### src/rtl/port_tx_arb_if.sv
// AXI-S beat bundle for the port TX arbiter: one instance per source and one for the
// upstream link. KEEP_W is derived from DATA_W.
interface port_tx_arb_if #(
  parameter int DATA_W = 512,
  parameter int USER_W = 10
);
  localparam int KEEP_W = DATA_W / 8;

  logic              tvalid;
  logic              tready;
  logic              tlast;
  logic [DATA_W-1:0] tdata;
  logic [KEEP_W-1:0] tkeep;
  logic [USER_W-1:0] tuser_vendor;

  modport master (output tvalid, tlast, tdata, tkeep, tuser_vendor, input tready);
  modport slave  (input tvalid, tlast, tdata, tkeep, tuser_vendor, output tready);
endinterface

### src/rtl/port_tx_arb.sv
// Packet-atomic 2:1 TX arbiter (MMIO priority, bounded AFU starvation), one registered output stage.
// Optional packet counters: define PORT_TX_ARB_STATS_EN.
module port_tx_arb #(
  parameter int DATA_W     = 512,
  parameter int USER_W     = 10,
  parameter int MMIO_BURST = 4
) (
  input  logic                 clk,
  input  logic                 rst_n,
  port_tx_arb_if.slave         mmio,
  port_tx_arb_if.slave         afu,
  port_tx_arb_if.master        tx,
  input  logic                 i_block_afu,
  output logic                 o_afu_idle,
  output logic [31:0]          o_mmio_pkt_cnt,
  output logic [31:0]          o_afu_pkt_cnt
);
  typedef enum logic [1:0] {IDLE, MMIO, AFU} state_t;

  typedef struct packed {
    logic                  last;
    logic [DATA_W-1:0]     data;
    logic [DATA_W/8-1:0]   keep;
    logic [USER_W-1:0]     user;
  } beat_t;

  state_t     state;
  logic [3:0] streak;
  logic       stage_rdy, afu_pick, mmio_pick, grant_mmio, grant_afu;
  logic       mmio_acc, afu_acc, afu_req;
  beat_t      m_b, a_b;

  assign stage_rdy  = ~tx.tvalid | tx.tready;
  assign afu_req    = afu.tvalid & ~i_block_afu;
  // AFU only overrides a waiting MMIO once the streak has reached the burst limit
  assign afu_pick   = afu_req & (~mmio.tvalid | (streak == 4'(MMIO_BURST)));
  assign mmio_pick  = mmio.tvalid & ~afu_pick;
  assign grant_mmio = (state == MMIO) | ((state == IDLE) & mmio_pick);
  assign grant_afu  = (state == AFU)  | ((state == IDLE) & afu_pick);

  assign mmio.tready = stage_rdy & grant_mmio;
  assign afu.tready  = stage_rdy & grant_afu;
  assign mmio_acc    = mmio.tvalid & mmio.tready;
  assign afu_acc     = afu.tvalid & afu.tready;

  assign m_b = {mmio.tlast, mmio.tdata, mmio.tkeep, mmio.tuser_vendor};
  assign a_b = {afu.tlast, afu.tdata, afu.tkeep, afu.tuser_vendor};

  always_ff @(posedge clk or negedge rst_n) begin
    if (!rst_n) begin
      state      <= IDLE;
      streak     <= '0;
      o_afu_idle <= 1'b1;
      tx.tvalid  <= 1'b0;
    end else begin
      o_afu_idle <= (state != AFU) & ~((state == IDLE) & afu_pick);
      case (state)
        IDLE: begin
          if (mmio_acc) begin
            if (!mmio.tlast) state <= MMIO;
            if (afu_req) streak <= (streak == 4'(MMIO_BURST)) ? streak : streak + 4'd1;
            else         streak <= '0;
          end else if (afu_acc) begin
            if (!afu.tlast) state <= AFU;
            streak <= '0;
          end
        end
        MMIO:    if (mmio_acc && mmio.tlast) state <= IDLE;
        AFU:     if (afu_acc && afu.tlast) state <= IDLE;
        default: state <= IDLE;
      endcase
      if (mmio_acc || afu_acc) tx.tvalid <= 1'b1;
      else if (tx.tready)      tx.tvalid <= 1'b0;
    end
  end

  // Payload is don't-care while tvalid is low, so it carries no reset
  always_ff @(posedge clk) begin
    if (mmio_acc || afu_acc)
      {tx.tlast, tx.tdata, tx.tkeep, tx.tuser_vendor} <= mmio_acc ? m_b : a_b;
  end

`ifdef PORT_TX_ARB_STATS_EN
  logic [31:0] mmio_cnt_q, afu_cnt_q;

  always_ff @(posedge clk or negedge rst_n) begin
    if (!rst_n) begin
      mmio_cnt_q <= '0;
      afu_cnt_q  <= '0;
    end else begin
      if (mmio_acc && mmio.tlast) mmio_cnt_q <= mmio_cnt_q + 32'd1;
      if (afu_acc && afu.tlast)   afu_cnt_q  <= afu_cnt_q + 32'd1;
    end
  end

  assign o_mmio_pkt_cnt = mmio_cnt_q;
  assign o_afu_pkt_cnt  = afu_cnt_q;
`else
  assign o_mmio_pkt_cnt = 32'h0;
  assign o_afu_pkt_cnt  = 32'h0;
`endif
endmodule

### src/flat_wrapper.sv
// flat-port wrapper written by rule: the top's interface ports become plain ports
module port_tx_arb_flat 
#(
  parameter int DATA_W     = 512,
  parameter int USER_W     = 10,
  parameter int MMIO_BURST = 4
)
  (clk, rst_n, i_block_afu, o_afu_idle, o_mmio_pkt_cnt, o_afu_pkt_cnt, mmio_tvalid, mmio_tlast, mmio_tdata, mmio_tkeep, mmio_tuser_vendor, mmio_tready, afu_tvalid, afu_tlast, afu_tdata, afu_tkeep, afu_tuser_vendor, afu_tready, tx_tvalid, tx_tlast, tx_tdata, tx_tkeep, tx_tuser_vendor, tx_tready);
  port_tx_arb_if #(.DATA_W(DATA_W), .USER_W(USER_W)) mmio_i ();
  port_tx_arb_if #(.DATA_W(DATA_W), .USER_W(USER_W)) afu_i ();
  port_tx_arb_if #(.DATA_W(DATA_W), .USER_W(USER_W)) tx_i ();
  input  logic clk;
  input  logic rst_n;
  input  logic i_block_afu;
  output logic o_afu_idle;
  output logic [31:0] o_mmio_pkt_cnt;
  output logic [31:0] o_afu_pkt_cnt;
  input wire logic [$bits(mmio_i.tvalid)-1:0] mmio_tvalid;
  input wire logic [$bits(mmio_i.tlast)-1:0] mmio_tlast;
  input wire logic [$bits(mmio_i.tdata)-1:0] mmio_tdata;
  input wire logic [$bits(mmio_i.tkeep)-1:0] mmio_tkeep;
  input wire logic [$bits(mmio_i.tuser_vendor)-1:0] mmio_tuser_vendor;
  output wire logic [$bits(mmio_i.tready)-1:0] mmio_tready;
  input wire logic [$bits(afu_i.tvalid)-1:0] afu_tvalid;
  input wire logic [$bits(afu_i.tlast)-1:0] afu_tlast;
  input wire logic [$bits(afu_i.tdata)-1:0] afu_tdata;
  input wire logic [$bits(afu_i.tkeep)-1:0] afu_tkeep;
  input wire logic [$bits(afu_i.tuser_vendor)-1:0] afu_tuser_vendor;
  output wire logic [$bits(afu_i.tready)-1:0] afu_tready;
  output wire logic [$bits(tx_i.tvalid)-1:0] tx_tvalid;
  output wire logic [$bits(tx_i.tlast)-1:0] tx_tlast;
  output wire logic [$bits(tx_i.tdata)-1:0] tx_tdata;
  output wire logic [$bits(tx_i.tkeep)-1:0] tx_tkeep;
  output wire logic [$bits(tx_i.tuser_vendor)-1:0] tx_tuser_vendor;
  input wire logic [$bits(tx_i.tready)-1:0] tx_tready;
  assign mmio_i.tvalid = mmio_tvalid;
  assign mmio_i.tlast = mmio_tlast;
  assign mmio_i.tdata = mmio_tdata;
  assign mmio_i.tkeep = mmio_tkeep;
  assign mmio_i.tuser_vendor = mmio_tuser_vendor;
  assign mmio_tready = mmio_i.tready;
  assign afu_i.tvalid = afu_tvalid;
  assign afu_i.tlast = afu_tlast;
  assign afu_i.tdata = afu_tdata;
  assign afu_i.tkeep = afu_tkeep;
  assign afu_i.tuser_vendor = afu_tuser_vendor;
  assign afu_tready = afu_i.tready;
  assign tx_tvalid = tx_i.tvalid;
  assign tx_tlast = tx_i.tlast;
  assign tx_tdata = tx_i.tdata;
  assign tx_tkeep = tx_i.tkeep;
  assign tx_tuser_vendor = tx_i.tuser_vendor;
  assign tx_i.tready = tx_tready;
  port_tx_arb #(.DATA_W(DATA_W), .USER_W(USER_W), .MMIO_BURST(MMIO_BURST)) u_core (.clk(clk), .rst_n(rst_n), .mmio(mmio_i), .afu(afu_i), .tx(tx_i), .i_block_afu(i_block_afu), .o_afu_idle(o_afu_idle), .o_mmio_pkt_cnt(o_mmio_pkt_cnt), .o_afu_pkt_cnt(o_afu_pkt_cnt));
endmodule
### config.mk
export PLATFORM = sky130hd
export DESIGN_NAME = port_tx_arb_flat
export DESIGN_NICKNAME = d
export VERILOG_FILES = /design/src/rtl/port_tx_arb_if.sv /design/src/rtl/port_tx_arb.sv /design/src/flat_wrapper.sv
export SDC_FILE = /design/constraint.sdc
export NUM_CORES = 1
export LEC_CHECK = 0
export CAP_MARGIN = 20
export CORE_AREA = 3 3 715 717
export DETAILED_ROUTE_END_ITERATION = 8
export DIE_AREA = 0 0 718 720
export GPL_TIMING_DRIVEN = 0
export PLACE_DENSITY_LB_ADDON = 0.05
export SLEW_MARGIN = 20
export SYNTH_ARGS = -nofsm -noshare
export SYNTH_HDL_FRONTEND = slang
export SYNTH_SLANG_ARGS = --single-unit
### constraint.sdc
create_clock -name clk -period 60.4 [get_ports clk]
set_clock_uncertainty 0.05 [all_clocks]
set_input_delay 12.08 -clock clk [delete_from_list [all_inputs] [get_ports clk]]
set_output_delay 12.08 -clock clk [all_outputs]
set_load 0.005 [all_outputs]
==> out/metrics.yaml <==
synthAdderAreaFrac_pct: 0.0968
final_cells: 11467
clkTransAtPathRegs_ns: 0.06
route.met3.wl_mm: 29.3
htreeDepth: 3
cts_resized: 0
die_height_um: 720
fin_crit_ns: 26.00
p_int_w: 0.00119
clock-sinks: 595
coreArea_um2: 505000
pwr-share-seq_pct: 31.8
yosysSeqAreaShare_pct: 68.9
grt_max_degree: 16
hold_buffers: 0
crit_required_ns: 48.27
place.gp.congestion: 0.821
synth_cells: 2600
yosys_warnings: 0
finalHoldViolCount: 0
r2r-start: "u_core.streak[0]"
critPathKind: "in2out"
synthMuxAreaShare_pct: 0.0387
max_cap_violations: 0
synth_edf_count: 587
ys.flop_type: "edfxtp_1"
p_leak_nw: 21.2
power.switching_w: 0.000651
synth_top_area_share_pct: 68.2
final.setup.worst_slack_ns: 34.40
cp-end-kind: "output port"
outcome: "complete, no violations"
synth_most_common_cell: "nand2_1"
post_cts_buffers: 0
fillers: 57991
track_usage_pct: 12.0
netlist_top_cells_area: "edfxtp_1 68%, nand2_1 26%, buf_2 2.0%"
antenna_found_initial: 203
grt_pass1_wl_mm: 388
p_sw_share_pct: 35.3
area_growth_pct: 120
min_delay_worst_endpoint: "u_core.streak[1]"
portBuffers: 1770
synth_compound_area_share_pct: 0.464
wl_met2_mm: 171
drive_above_1_share_pct: 9.10
drc: 0
cts_tree: "done"
synthSimpleGateAreaFrac_pct: 26.1
synth_area_leader_cell: "edfxtp_1"
dp_slack_ns: 34.37
grt_pass1_vias: 28890
tns_ns: 0
boundaryPins: 1835
max_freq_mhz: 38.5
synth_xor_xnor_area_share_pct: 0
rr_worst_depth: 19
die_area_um2: 517000
rsz0062_at_grt: "false"
synth_common_cells: "1766 x nand2_1, 587 x edfxtp_1, 101 x buf_2"
final_nets: 5818
met1_length_mm: 116
hpwlAfterDp_mm: 284
maxSlewViolCount: 0
vias: 27367
powerDensity_nw_per_um2: 32.4
hold_depth: 2
top_layer_used: "met5"
drt_pass1_iterations: 5
period_share_pct: 43.0
synth_top_family_by_area: "simple AND/OR/NAND/NOR gates"
die_w_um: 718
cts_buffers: 113
hold_class: "reg2reg"
placementRows: 261
wl_per_cell_um: 28.1
place_inst: 11227
ys_types: 32
viasPerCell: 2.39
final_antenna_net_count: 0
p_comb_share_pct: 30.8
cp_max_fo: 4
grt_overflow_total: 0
worst_ir_drop_vdd_v: 0.0000285
worst_slew_margin_rel_pct: 42.1
syn_area_um2: 25900
cp.arrival_ns: 13.87
setup_viol: 0
clk_latency_ns: 0.84
reg2reg_slack_ns: 55.39
power_frac_clock_pct: 37.4
wl_mm: 322
root_buffer: "clkbuf_16"
synth_seq_cells: 595
worst_pin_slew_ns: 0.869
clockBufferDepth: 4
reg2reg_to: "u_core.tx.tdata[278]"
cp-start-kind: "input port"
initial_core_util_pct: 5.12
drt_iter0_drc: 1243
async_flop_share_pct: 1.34
worstHoldStart: "u_core.streak[1]"
syn_area_per_cell_um2: 9.95
stage by stage:
step	utilization [%]	hold WS [ns]	power, W	cell area (µm²)
after global routing	11.2	0.567	0.00196	56800
final	11.3	0.514	0.00184	56900
after detailed placement	10.5	0.493	0.00120	53100
after floorplan	-	0.447	0.000781	26100
after global placement	10.3	0.492	0.00135	52200
after CTS	11.2	0.514	0.00194	56800
routing by layer:
metal	vias to the layer above	GRT usage [%]
li1	12443	-
met1	13046	12.5
met2	1362	22.8
met3	418	4.85
met4	98	1.59
met5	-	0
worst max-delay path by stage:
stage / end / startpoint / cells after the start
floorplan: u_core.tx.tdata[0] / tx_tready / 2
CTS: afu_tready / afu_tvalid / 5
global placement: u_core.tx.tdata[278] / tx_tready / 3
global route: afu_tready / afu_tvalid / 5
finish: afu_tready / afu_tvalid / 5
detailed placement: afu_tready / tx_tready / 4
cell type report:
class | instances | area [µm²] | area share [%]
clock inverter | 71 | 821 | 1.44
buffer | 196 | 1110 | 1.96
multi-input combinational | 1868 | 7170 | 12.6
tap | 6706 | 8390 | 14.8
timing repair buffer | 1858 | 18500 | 32.6
clock buffer | 134 | 2910 | 5.11
inverter | 4 | 15.0 | 0.0264
antenna | 35 | 87.6 | 0.154
sequential | 595 | 17800 | 31.3
flip-flops by register name (all words and copies together), names as in the netlist:
register	count
u_core.o_afu_idle	1
u_core.state	2
u_core.streak	4
u_core.tx.tdata	512
u_core.tx.tkeep	64
u_core.tx.tlast	1
u_core.tx.tuser_vendor	10
u_core.tx.tvalid	1
cell usage in the layout (no fill, tap or decap), types with 9 or more instances in the layout:
cell type        instances
clkbuf_1                41
nand2_1               1766
clkbuf_16              113
buf_4                  116
buf_6                   33
buf_2                  101
diode_2                 35
bufinv_16               16
edfxtp_1               587
conb_1                  64
clkinv_2                24
clkinv_1                17
clkinvlp_4               9
clkdlybuf4s50_1       1769
critical path: stages:
cell             delay (ns)
clkdlybuf4s50_1        0.52
nor3b_2                0.35
a21oi_1                0.15
nor2_1                 0.14
clkdlybuf4s50_1        0.63
cells by family after synthesis:
| group | Yosys count |
|---|---|
| flops | 595 |
| simple gates | 1787 |
| buf+inv | 200 |
| other cells | 1 |
| mux | 1 |
| fa+ha+maj | 2 |
| compound gates | 14 |
power groups by stage:
stage	registers [W]	logic (W)	clock network, W
after floorplan	0.000665	0.000116	0
after global placement	0.000764	0.000587	0
after detailed placement	0.000599	0.000603	0
after CTS	0.000592	0.000606	0.000740
after global routing	0.000596	0.000617	0.000745
final	0.000587	0.000567	0.000689
Power figures use the tool's default switching activity.
